`src/rtl/calc_pkg.sv`:
```
// Shared types and constants for the calculator entry controller.
// Operator codes are one-hot; phase codes drive the status LEDs.
package calc_pkg;

    typedef enum logic [1:0] {
        GET_A  = 2'b00,
        GET_OP = 2'b01,
        GET_B  = 2'b10,
        SHOW   = 2'b11
    } state_t;

    localparam logic [0:3] OP_ADD  = 4'b1000;
    localparam logic [0:3] OP_SUB  = 4'b0100;
    localparam logic [0:3] OP_MUL  = 4'b0010;
    localparam logic [0:3] OP_DIV  = 4'b0001;
    localparam logic [0:3] OP_NONE = 4'b0000;

    localparam logic [0:1] PH_GET_A  = 2'b00;
    localparam logic [0:1] PH_GET_OP = 2'b01;
    localparam logic [0:1] PH_GET_B  = 2'b10;
    localparam logic [0:1] PH_SHOW   = 2'b11;

    function automatic logic is_onehot(input logic [0:3] v);
        return (v != OP_NONE) && ((v & (v - 4'd1)) == OP_NONE);
    endfunction

    function automatic logic [0:1] phase_of(input state_t s);
        logic [0:1] ph;
        ph = PH_GET_A;
        unique case (s)
            GET_A:  ph = PH_GET_A;
            GET_OP: ph = PH_GET_OP;
            GET_B:  ph = PH_GET_B;
            SHOW:   ph = PH_SHOW;
            default: ph = PH_GET_A;
        endcase
        return ph;
    endfunction

endpackage

```
`src/rtl/key_sync_edge.sv`:
```
// Two-flop synchroniser plus registered rising-edge detector for a
// push-button; a button already high at reset release is ignored.
module key_sync_edge (
    input  logic clk,
    input  logic rst_n,
    input  logic key,
    output logic pulse
);

    logic       s1;
    logic       s2;
    logic       s3;
    logic [1:0] fill;
    logic       armed;

    // Arm only after the settled input has been seen low at least once.
    always_ff @(posedge clk) begin
        if (!rst_n) begin
            s1    <= 1'b0;
            s2    <= 1'b0;
            s3    <= 1'b0;
            fill  <= 2'b00;
            armed <= 1'b0;
            pulse <= 1'b0;
        end else begin
            s1    <= key;
            s2    <= s1;
            s3    <= s2;
            fill  <= {fill[0], 1'b1};
            armed <= armed | (fill[1] & ~s2);
            pulse <= s2 & ~s3 & armed;
        end
    end

endmodule

```
`src/rtl/calc_entry_ctrl.sv`:
```
// Operand/operator entry FSM for a small calculator: collects A, OP and B
// from switches on enter presses, then shows the result until enter/timeout.
module calc_entry_ctrl
    import calc_pkg::*;
#(
    parameter int TIMEOUT_CYC = 50_000_000
) (
    input  logic       clk,
    input  logic       rst_n,
    input  logic [0:2] key_val,
    input  logic [0:3] op_sel,
    input  logic       key_enter,
    input  logic       key_clear,
    output logic [0:2] in_1,
    output logic [0:2] in_2,
    output logic [0:3] oper,
    output logic [0:1] phase,
    output logic       err
);

    localparam int CW = (TIMEOUT_CYC > 1) ? $clog2(TIMEOUT_CYC) : 1;
    localparam logic [CW-1:0] TERM = CW'(TIMEOUT_CYC - 1);

    state_t          state;
    logic [0:2]      a;
    logic [0:2]      b;
    logic [0:3]      op;
    logic [CW-1:0]   cnt;
    logic            rej;
    logic            enter;
    logic            clear;

    key_sync_edge u_enter (
        .clk   (clk),
        .rst_n (rst_n),
        .key   (key_enter),
        .pulse (enter)
    );

    key_sync_edge u_clear (
        .clk   (clk),
        .rst_n (rst_n),
        .key   (key_clear),
        .pulse (clear)
    );

    // Clear shares the reset path so it always wins over enter.
    always_ff @(posedge clk) begin
        if (!rst_n || clear) begin
            state <= GET_A;
            a     <= 3'b000;
            b     <= 3'b000;
            op    <= OP_NONE;
            cnt   <= '0;
            rej   <= 1'b0;
        end else begin
            rej <= 1'b0;
            unique case (state)
                GET_A: begin
                    if (enter) begin
                        a     <= key_val;
                        state <= GET_OP;
                    end
                end
                GET_OP: begin
                    if (enter) begin
                        if (is_onehot(op_sel)) begin
                            op    <= op_sel;
                            state <= GET_B;
                        end else begin
                            rej <= 1'b1;
                        end
                    end
                end
                GET_B: begin
                    if (enter) begin
                        b     <= key_val;
                        cnt   <= '0;
                        state <= SHOW;
                    end
                end
                SHOW: begin
                    if (enter || cnt == TERM) begin
                        a     <= 3'b000;
                        b     <= 3'b000;
                        op    <= OP_NONE;
                        cnt   <= '0;
                        state <= GET_A;
                    end else begin
                        cnt <= cnt + 1'b1;
                    end
                end
                default: state <= GET_A;
            endcase
        end
    end

    assign in_1  = a;
    assign in_2  = b;
    assign oper  = (state == SHOW) ? op : OP_NONE;
    assign phase = phase_of(state);
    assign err   = rej
                 | ((state == SHOW) && (op == OP_DIV) && (b == 3'b000));

endmodule

```
`config.mk`:
```
export PLATFORM = sky130hd
export DESIGN_NAME = calc_entry_ctrl
export DESIGN_NICKNAME = d
export VERILOG_FILES = /design/src/rtl/calc_pkg.sv /design/src/rtl/key_sync_edge.sv /design/src/rtl/calc_entry_ctrl.sv
export SDC_FILE = /design/constraint.sdc
export NUM_CORES = 1
export LEC_CHECK = 0
export CORE_MARGIN = 2
export CORE_UTILIZATION = 40
export DETAILED_ROUTE_END_ITERATION = 7
export DONT_BUFFER_PORTS = 1
export GPL_TIMING_DRIVEN = 0
export SLEW_MARGIN = 10
export SYNTH_ARGS = -nofsm -noshare
export SYNTH_HDL_FRONTEND = slang
export SYNTH_SLANG_ARGS = --single-unit
```
`constraint.sdc`:
```
create_clock -name clk -period 3 [get_ports clk]
set_clock_uncertainty 0.15 [all_clocks]
set_input_delay 0.45 -clock clk [delete_from_list [all_inputs] [get_ports clk]]
set_output_delay 0.45 -clock clk [all_outputs]
set_load 0.02 [all_outputs]
```
== After elaboration in Yosys (flattened, before gate mapping) ==
Index checks and enable logic that the tools add are counted.
W data, S select, Z words.

* Input port bits: 11
* Output and inout port bits: 13
* Register bits after elaboration: 53
* Logic and storage cells: 89

* Mux-type cells: 22
* Eq/ne operators: 10
* Reduce and logical (&&, ||, !) cells: 19
* Bitwise operators: 16
* Add/subtract/negate cells: 2

{| class="wikitable"
|+ Operators with widths
! kind !! number
|-
| $mux W26 || 2
|-
| $pmux W26 S2 || 1
|-
| $add A26 B1 Y26 const B || 1
|-
| $eq A26 B26 Y1 const B || 1
|-
| $mux W4 || 4
|-
| $pmux W2 S4 || 2
|-
| $pmux W3 S2 || 2
|-
| $mux W2 || 5
|-
| $pmux W4 S2 || 1
|-
| $and A1 B1 Y1 || 6
|-
| $mux W3 || 2
|-
| $ne A2 B1 Y1 const B || 3
|-
| $not A1 Y1 || 6
|-
| $reduce_and A3 Y1 || 2
|-
| $reduce_bool A2 Y1 || 3
|-
| $reduce_and A5 Y1 || 1
|-
| $and A4 B4 Y4 || 1
|-
| $eq A2 B2 Y1 const B || 2
|-
| $eq A4 B1 Y1 const B || 1
|-
| $logic_not A4 Y1 || 1
|-
| $ne A2 B2 Y1 const B || 2
|-
| $reduce_and A4 Y1 || 1
|-
| $reduce_bool A4 Y1 || 1
|-
| $sub A4 B1 Y4 const B || 1
|-
| other kinds (10) || 17
|}

== Depth between registers and ports, before layout ==
* Depth in word-level cells: 7
* Gate-level depth with buffers: 8
* Depth with buffers taken out: 7

== Modules after synthesis ==
A second synthesis with hierarchy kept.

* Cell total of the unflattened synthesis: 268
* Area, all modules: 2447.3 um^2

{| class="wikitable"
|+ Modules (own cells, without submodules)
! module !! cells an instance !! instances !! area an instance (um^2) !! seq. area each (um^2)
|-
| calc_entry_ctrl || 240 || 1 || 2059.5 || 780.7
|-
| key_sync_edge || 14 || 2 || 193.9 || 140.1
|}

== Worst setup path after synthesis ==
No wires, ideal clock.

* Path type: register to register
* Start point: reg state[0]
* End point: reg cnt[25]
* Library setup time: 70 ps
* Stages on the path, launching flop included: 8
* Buffers on the path: 0
* Setup slack: 949 ps
* Clock period less this slack: 2051 ps
* Arrival time: 1831 ps
* Data required time: 2780 ps
* Path through: dfxtp_1 > inv_1 > ha_1 > mux2i_2 > nor3b_2 > nand3_1 > or4_1 > a21oi_1

* Cells in the longest elaborated chain, start to end: 3
* Elaborated cells on any way between the ends: 6
* Those cells by class: eq/ne: 3; mux: 1; reduce/logical: 2

{| class="wikitable"
|+ RTL lines
! what !! RTL line !! text
|-
| start, declared || calc_entry_ctrl.sv:24 || <nowiki>state_t state;</nowiki>
|-
| start signal, assigned || calc_entry_ctrl.sv:50 || <nowiki>state <= GET_A;</nowiki>
|-
| start signal, assigned || calc_entry_ctrl.sv:62 || <nowiki>state <= GET_OP;</nowiki>
|-
| start signal, assigned || calc_entry_ctrl.sv:69 || <nowiki>state <= GET_B;</nowiki>
|-
| $eq A2 B2 Y1 || calc_entry_ctrl.sv:58 || <nowiki>unique case (state)</nowiki>
|-
| $ne A2 B1 Y1 (no source line) or $reduce_bool A2 Y1 (tied branches) || -- ||
|-
| $reduce_and A2 Y1 (no source line) || -- ||
|-
| end signal, assigned || calc_entry_ctrl.sv:90 || <nowiki>cnt <= cnt + 1'b1;</nowiki>
|-
| end, declared || calc_entry_ctrl.sv:28 || <nowiki>logic [CW-1:0] cnt;</nowiki>
|}

Parallel ways exist; a longest one is shown, timed or not.
A chain may end at the register's enable or synchronous reset.

== Final worst setup path ==
* Start point: reg state[0]
* End point: out err

* Cells in the longest elaborated chain, start to end: 4

{| class="wikitable"
|+ RTL lines
! what !! RTL line !! text
|-
| $eq A2 B2 Y1 || calc_entry_ctrl.sv:103 || <nowiki>| ((state == SHOW) && (op == OP_DIV) && (b == 3'b000));</nowiki>
|-
| $logic_and A1 B1 Y1 (2 in a row) || calc_entry_ctrl.sv:103 ||
|-
| $or A1 B1 Y1 || calc_entry_ctrl.sv:103 ||
|-
| end, declared || calc_entry_ctrl.sv:18 || <nowiki>output logic err</nowiki>
|}

Every way passes these cells.

==> qor.yml <==
status: "finished, final reports clean"
cp_max_fo: 10
drive_above_1_share_pct: 7.19
ctsResizeCount: 0
drt_iter0_drc: 107
die_w_um: 80.9
rsz0062_at_grt: "false"
end_kind: "primary output"
postCtsSetupRepairBufs: 0
power.total_mw: 1.22
finalWirelength_um: 4770
vias: 1923
antenna_left: 0
drc: 0
vias_per_cell: 5.45
syn_to_final_growth_pct: 8.41
cpPeakStageDelay_ps: 400
h-tree-depth: 2
fp.coreArea_mm2: 0.00582
synth_largest_area_cell: "dfxtp_1"
synth_area_leaders: "dfxtp_1, xor2_1, nor2_1"
clkTransAtPathRegs_ps: 100
ys_ff_latch: 51
power_density_mw_per_mm2: 476
grt_pass1_wl_um: 7930
syn-cell-area_mm2: 0.00236
ys.flop_type: "dfxtp_1"
cap_violations: 0
hpwl_um: 3510
hp-class: "primary input to register"
die_y_um: 80.9
worstPathArrival_ps: 1920
path_class: "register to primary output"
grt_pass1_vias: 1713
grt_max_degree: 19
num_io_pins: 24
fmax_ghz: 0.396
grt_usage_pct: 15.4
tightest_slew_ps: 656
critPathRequiredTime_ps: 2400
clockBufferDepth: 2
firstDrtPassIters: 4
crit_slowest_cell: "dfxtp_1"
p_leak_nw: 0.889
insertion_delay_ps: 310
syn-mean-instance-area_um2: 8.79
overflow: 0
cts_num_sinks: 51
ir_worst_vdd_mv: 0.219
antenna_found_initial: 0
min_period_over_period_pct: 84.2
dieArea_mm2: 0.00654
tritoncts: "done"
place_congestion: 0.783
rows: 28
relSlewSlack_pct: 55.4
crit_chain: "ha_1 > clkbuf_1 > and2_1 > a31o_2"
layout.nets: 293
ys_seq_area_share_pct: 43.2
setup_tns_ps: 0
crit_path_start_kind: "register"
cp_top_family: "flip-flops"
synth_cell_type_count: 47
avgRoutedWirePerCell_um: 13.5
numCtsBuffers: 5
async_reset_ff_share_pct: 0
setup_viol: 0
synth_edf_count: 0
synth_commonest_cells: "dfxtp_1, nor2_1, nand2_1"
min_period_ps: 2520
port_buffers: 0
yosysWarnings: 0
final_hold_viol_count: 0
synth.top_cell.area_share_pct: 43.2
synthCells: 269
yosysMostFrequentCell: "dfxtp_1"
start_util_pct: 40.7
slew_viol_final: 0
cp_num_buf_inv: 1
syn_nets: 285
diodes: 0
clockRootBuffer: "clkbuf_8"
per-stage QoR:
step,std cells,worst slack [ps],instance area (um2),hold slack (ps),utilization [%]
after floorplan,269,949,2360,262,-
after global placement,344,730,2460,263,42.3
after detailed placement,344,715,2460,268,42.3
after CTS,353,452,2560,98.6,44.1
after global routing,353,357,2560,89.5,44.1
final,353,475,2560,108,44.1
sequential cells by signal, indices dropped and copies added (netlist names):
signal         flops
state              2
u_clear.s2         1
u_clear.armed      1
u_clear.s1         1
u_enter.pulse      1
u_clear.pulse      1
u_enter.armed      1
rej                1
in_1               3
op                 4
u_enter.s3         1
cnt               26
u_clear.s3         1
u_enter.s2         1
in_2               3
u_enter.s1         1
u_clear.fill       2
final timing paths:
check | slack [ps] | cells past startpoint | end | start
max reg2reg | 660 | 7 | cnt[11] | state[0]
min | 110 | 1 | op[2] | op_sel[2]
max | 480 | 4 | err | state[0]
min reg2reg | 290 | 1 | u_clear.fill[1] | u_clear.fill[0]
worst reg2reg max path, cell delays in order (launching register included):
cell and delay, ps:
dfxtp_1 400, inv_1 90, ha_1 280, mux2i_2 300
nor2_4 280, nand2_1 100, or4b_1 500, a31oi_1 170
where the power goes:
part	total, mW	switching (mW)	internal, mW	leakage (nW)
combinational	0.0980	0.0629	0.0351	0.427
sequential	0.699	0.00938	0.690	0.413
clock	0.424	0.252	0.172	0.0491
total	1.22	0.324	0.897	0.889
metal layers:
layer,global-route usage [%],part of all wire [%]
met5,0,0
met4,5.59,1.6
met3,3.56,5.1
met2,24.6,44
met1,20.4,50
cell usage in the layout, fill, tap and decap left out, types with 4 or more instances in the layout:
cell type,instances
a22o_1,4
clkbuf_8,5
a21oi_1,7
clkbuf_1,4
xnor2_1,4
and3_1,5
nand3_1,17
nand2_1,20
nor3_1,4
nor2_1,31
inv_1,6
and4_1,5
o21ai_0,10
ha_1,5
xor2_1,16
a31oi_1,5
dfxtp_1,51
nand4_1,14
nor2b_1,7
and2_1,12
logic make-up (layout without fill, tap and decap cells):
group	Yosys count	after routing	synth area share, %
AO/OA/AOI/OAI	37	37	10.0
XOR/XNOR	20	20	7.41
adder cells (fa/ha/maj)	5	5	2.65
buffers and inverters	14	23	2.43
flip-flops	51	51	43.2
multiplexers	3	3	1.48
AND/OR/NAND/NOR	139	139	32.9
cell type report:
| class | count | area, um2 |
|---|---|---|
| clock inverters | 3 | 26.3 |
| multi-input cells | 204 | 1290 |
| flip-flops and latches | 51 | 1020 |
| clock buffers | 5 | 68.8 |
| repair buffers | 1 | 10.0 |
| inverters | 6 | 22.5 |
| well taps | 75 | 93.8 |
| fillers | 581 | 3250 |
| plain buffers | 8 | 35.0 |
repair_timing:
item                                    4_1_cts  5_1_grt
endpoints found under the setup margin        0        0
hold buffers                                  1        0
hold endpoints to repair                      1        0
Note: power is estimated with default switching activity, not from simulation.
